### config.mk
export PLATFORM = sky130hd
export DESIGN_NAME = load_store_unit
export DESIGN_NICKNAME = d
export VERILOG_FILES = /design/src/rtl/load_store_unit.sv
export SDC_FILE = /design/constraint.sdc
export NUM_CORES = 1
export LEC_CHECK = 0
export BUFFER_PORTS_ARGS = -buffer_cell sky130_fd_sc_hd__buf_4
export CAP_MARGIN = 20
export CORE_ASPECT_RATIO = 2
export CORE_MARGIN = 3
export CORE_UTILIZATION = 49
export DETAILED_ROUTE_END_ITERATION = 8
export GPL_ROUTABILITY_DRIVEN = 0
export GPL_TIMING_DRIVEN = 1
export PLACE_DENSITY = 0.85
export SKIP_CTS_REPAIR_TIMING = 1
export SLEW_MARGIN = 30
export SYNTH_ARGS = -nofsm -noshare
export SYNTH_HDL_FRONTEND = slang
export SYNTH_SLANG_ARGS = --single-unit
### constraint.sdc
create_clock -name clk -period 2.2 [get_ports clk]
set_clock_uncertainty 0.15 [all_clocks]
set_input_delay 0.55 -clock clk [delete_from_list [all_inputs] [get_ports clk]]
set_output_delay 0.55 -clock clk [all_outputs]
set_load 0.005 [all_outputs]
### src/rtl/load_store_unit.sv
// Memory-access stage: turns the sequencer's load/store enable into one req/ack
// transaction on the data-memory bus and returns a one-cycle ls_done pulse.
// Optional LSU_TIMEOUT_EN aborts a request that gets no mem_ack within TIMEOUT_CYCLES.
module load_store_unit #(
    parameter int ADDR_W         = 8,
    parameter int DATA_W         = 16,
    parameter int TIMEOUT_CYCLES = 255
) (
    input  logic              clk,
    input  logic              reset,
    input  logic [1:0]        en_ls,
    input  logic [ADDR_W-1:0] addr,
    input  logic [DATA_W-1:0] st_data,
    input  logic [DATA_W-1:0] mem_rdata,
    input  logic              mem_ack,
    output logic              mem_req,
    output logic              mem_we,
    output logic [ADDR_W-1:0] mem_addr,
    output logic [DATA_W-1:0] mem_wdata,
    output logic [DATA_W-1:0] d_out,
    output logic              ls_done,
    output logic              busy,
    output logic              ls_err
);

    typedef enum logic [1:0] {
        S_IDLE,
        S_REQ,
        S_DONE,
        S_HOLD
    } state_t;

    if (TIMEOUT_CYCLES < 1) begin : g_bad_timeout
        $error("TIMEOUT_CYCLES must be at least 1");
    end

    state_t              state_q,     state_d;
    logic                mem_req_q,   mem_req_d;
    logic                mem_we_q,    mem_we_d;
    logic [ADDR_W-1:0]   mem_addr_q,  mem_addr_d;
    logic [DATA_W-1:0]   mem_wdata_q, mem_wdata_d;
    logic [DATA_W-1:0]   d_out_q,     d_out_d;
    logic                ls_done_q,   ls_done_d;

`ifdef LSU_TIMEOUT_EN
    localparam int CNT_W = (TIMEOUT_CYCLES > 255) ? $clog2(TIMEOUT_CYCLES + 1) : 8;

    logic [CNT_W-1:0]    cnt_q,       cnt_d;
    logic                ls_err_q,    ls_err_d;
`endif

    logic is_op;
    assign is_op = en_ls[0] ^ en_ls[1];

    // NOTE: every *_d gets its hold value first, so no path through this block can infer a latch.
    always_comb begin
        state_d     = state_q;
        mem_req_d   = mem_req_q;
        mem_we_d    = mem_we_q;
        mem_addr_d  = mem_addr_q;
        mem_wdata_d = mem_wdata_q;
        d_out_d     = d_out_q;
        ls_done_d   = 1'b0;
`ifdef LSU_TIMEOUT_EN
        cnt_d       = cnt_q;
        ls_err_d    = ls_err_q;
`endif

        unique case (state_q)
            S_IDLE: begin
                if (is_op) begin
                    mem_req_d   = 1'b1;
                    mem_we_d    = en_ls[1];
                    mem_addr_d  = addr;
                    mem_wdata_d = st_data;
                    state_d     = S_REQ;
`ifdef LSU_TIMEOUT_EN
                    cnt_d       = '0;
                    ls_err_d    = 1'b0;
`endif
                end
            end

            S_REQ: begin
                if (mem_ack) begin
                    mem_req_d = 1'b0;
                    ls_done_d = 1'b1;
                    state_d   = S_DONE;
                    if (!mem_we_q) begin
                        d_out_d = mem_rdata;
                    end
`ifdef LSU_TIMEOUT_EN
                end else if (cnt_q == CNT_W'(TIMEOUT_CYCLES - 1)) begin
                    // Abort still pulses ls_done so the sequencer leaves execute.
                    mem_req_d = 1'b0;
                    ls_done_d = 1'b1;
                    ls_err_d  = 1'b1;
                    state_d   = S_DONE;
                end else begin
                    cnt_d = cnt_q + 1'b1;
`endif
                end
            end

            S_DONE: begin
                state_d = S_HOLD;
            end

            S_HOLD: begin
                // The enable is a level; wait for it to drop so one request is one transaction.
                if (en_ls == 2'b00) begin
                    state_d = S_IDLE;
                end
            end

            default: begin
                state_d = S_IDLE;
            end
        endcase
    end

    // NOTE: sequential state uses non-blocking assignments only, so every flop samples pre-edge values.
    always_ff @(posedge clk) begin
        if (!reset) begin
            state_q     <= S_IDLE;
            mem_req_q   <= 1'b0;
            mem_we_q    <= 1'b0;
            mem_addr_q  <= '0;
            mem_wdata_q <= '0;
            d_out_q     <= '0;
            ls_done_q   <= 1'b0;
`ifdef LSU_TIMEOUT_EN
            cnt_q       <= '0;
            ls_err_q    <= 1'b0;
`endif
        end else begin
            state_q     <= state_d;
            mem_req_q   <= mem_req_d;
            mem_we_q    <= mem_we_d;
            mem_addr_q  <= mem_addr_d;
            mem_wdata_q <= mem_wdata_d;
            d_out_q     <= d_out_d;
            ls_done_q   <= ls_done_d;
`ifdef LSU_TIMEOUT_EN
            cnt_q       <= cnt_d;
            ls_err_q    <= ls_err_d;
`endif
        end
    end

    assign mem_req   = mem_req_q;
    assign mem_we    = mem_we_q;
    assign mem_addr  = mem_addr_q;
    assign mem_wdata = mem_wdata_q;
    assign d_out     = d_out_q;
    assign ls_done   = ls_done_q;
    assign busy      = (state_q != S_IDLE);

`ifdef LSU_TIMEOUT_EN
    assign ls_err = ls_err_q;
`else
    assign ls_err = 1'b0;
`endif

endmodule

==> metrics.md <==
| Metric | Value |
|---|---|
| Max VDD drop | 0.737 mV |
| Minimum clock period | 1.91 ns |
| DRC | 0 |
| Drt first pass iters | 4 |
| Clk slew on worst S/H paths | 0.09 ns |
| CTS tree | built |
| Num CTS Buffers | 5 |
| Worst slew pin tran | 0.605 ns |
| Mapped Area | 1880 sq um |
| Mapped Nets | 263 |
| RSZ-0062 raised after global routing | no |
| Ant diodes | 0 |
| Startpoint Class | register |
| Register area share after synthesis | 47.9% |
| Slew Viols, Final | 0 |
| WS Path Type | register to output pin |
| Post-DP Area | 2510 sq um |
| Seq cells post-synth | 45 |
| Clock buffer depth | 2 |
| Initial core utilization | 51.6% |
| Max Fclk | 522 MHz |
| Final instance area | 2630 sq um |
| Area of the multi-input gates | 851 sq um |
| DR vias | 1633 |
| Worst skew pair latency | 0.29 ns |
| Routed Antenna Nets | 0 |
| Crit path max fanout | 4 |
| Std-Cell Rows | 31 |
| Max-slew headroom | 59.7% |
| Post-Synthesis Cells | 212 |
| H-tree depth | 2 |
| DIE HEIGHT | 93.6 microns |
| PortBufs | 88 |
| Setup violators final | 0 |
| Reg2Reg Depth | 5 |
| Core area | 3650 sq um |
| Clock sink total | 45 |
| Routed WL | 4.12 mm |
| Number of warning messages in the yosys log | 0 |
| DRT iter0 DRCs | 6 |
| Initial antenna violation count | 0 |
| Crit. End Element | output pin |
| Die area | 4670 sq um |
| Max cap viols | 0 |
| Post-DP HPWL | 3.15 mm |
| WHS Path Cells | 2 |
| WL/cell | 12.0 microns |
| Status | finished clean |
| GRT Overall Usage | 19.0% |
| Share of layout cells above drive strength 1 | 38.2% |
| Worst Path Required | 1.50 ns |
| Vias in the first global route | 1627 |
| Unique masters post-synth | 23 |
| Leakage dissipation | 1.19 nW |
| Hold crit path type | register to register |
| I/O pins | 90 |
| Nets | 346 |
| Worst path arrival time | 1.21 ns |
| Average size of a mapped cell | 8.88 sq um |
| Fill count | 309 |
| Fin. Hold Viols | 0 |
| Root Driver | clkbuf_8 |
| Aggregate global routing overflow | 0 |
| First-pass GRT wire length | 7.02 mm |
| Largest net degree at the start of global routing | 48 |
| Setup TNS | 0 ns |
| Chip width | 49.8 microns |
| Period utilization | 87.0% |
| Area Growth Syn to Fin | 39.8% |
| Via density | 4.73 |
| Power per cell area | 957 nW/um^2 |
| FF/Latch Area | 901 sq um |
==> critical path: stages, from the launching register on <==
cell and delay (ns):
dfxtp_1 0.41, inv_1 0.10, ha_1 0.25, inv_1 0.06
buf_4 0.10
==> worst paths after layout <==
check | from | end | slack (ns)
max | state_q[0] | busy | 0.29
min | mem_wdata[7] | mem_wdata[7] | 0.31
max reg2reg | state_q[1] | d_out[15] | 0.43
min reg2reg | mem_wdata[7] | mem_wdata[7] | 0.31
==> per-stage QoR <==
| step | setup WS [ns] | std cells | hold slack [ns] | total power, mW | utilization, % |
|---|---|---|---|---|---|
| after global placement | 0.398 | 337 | 0.292 | 1.91 | 69.0 |
| after global routing | 0.213 | 345 | 0.328 | 2.71 | 72.1 |
| after CTS | 0.272 | 345 | 0.309 | 2.56 | 72.1 |
| after floorplan | 0.480 | 212 | 0.301 | 1.60 | - |
| final | 0.285 | 345 | 0.306 | 2.52 | 72.1 |
| after detailed placement | 0.320 | 337 | 0.297 | 1.94 | 69.0 |
==> registers in the layout, summed over array words and instances, names as in the netlist <==
register	count
d_out	16
mem_wdata	16
mem_addr	8
state_q	2
ls_done	1
mem_req	1
mem_we	1
==> layout make-up <==
type                            instances  share of cell area [%]
Sequential cell                        45                    34.3
Multi-Input combinational cell        146                    32.4
Timing Repair Buffer                   90                    25.7
Tap cell                               49                    2.33
Inverter                                7                   0.999
Clock buffer                            5                    2.62
Clock inverter                          3                    1.76
==> cell usage after synthesis, drive strengths merged <==
library cell	n	area share, %
inv	7	1.4
ha	6	4.0
and3b	1	0.47
nand2b	1	0.33
nand2	86	17
and3	1	0.40
a21boi	42	19
nand3b	1	0.60
o21ai	1	0.27
clkbuf	4	0.80
o21a	2	0.80
conb	1	0.20
mux2i	2	1.1
dfxtp	45	48
o221a	1	0.60
buf	10	4.7
and2	1	0.33
==> cells in the final DEF (no fill, tap or decap) <==
cell / count
buf_4: 90
o21a_1: 2
dfxtp_1: 45
nand2b_1: 1
and2_1: 1
nand2_2: 2
clkinv_4: 1
o21ai_0: 1
a21boi_2: 10
and3b_1: 1
a21boi_1: 20
mux2i_1: 2
ha_1: 6
conb_1: 1
a21boi_0: 12
nand2_1: 84
nand3b_2: 1
clkinvlp_4: 1
clkbuf_8: 5
bufinv_16: 1
and3_2: 1
o221a_2: 1
inv_1: 7
==> routing by layer <==
metal	GRT usage, %	up-vias	wire (microns)
li1	-	838	-
met1	19.0	724	1470
met2	36.2	67	2290
met3	5.10	4	320
met4	6.93	0	42
met5	0	-	0
==> logic make-up after synthesis <==
logic type / Yosys count / share of synthesized area [%]
fa+ha+maj: 6 / 3.99
buf+inv: 21 / 6.91
flops: 45 / 47.9
simple gates: 91 / 19.5
mux: 2 / 1.06
compound gates: 46 / 20.4
other cells: 1 / 0.199
==> where the power goes <==
part / internal (mW) / switching (mW)
Combinational: 0.423 / 0.421
Clock: 0.340 / 0.275
Sequential: 0.968 / 0.0912
No activity file was read; power rests on OpenSTA's default activity.
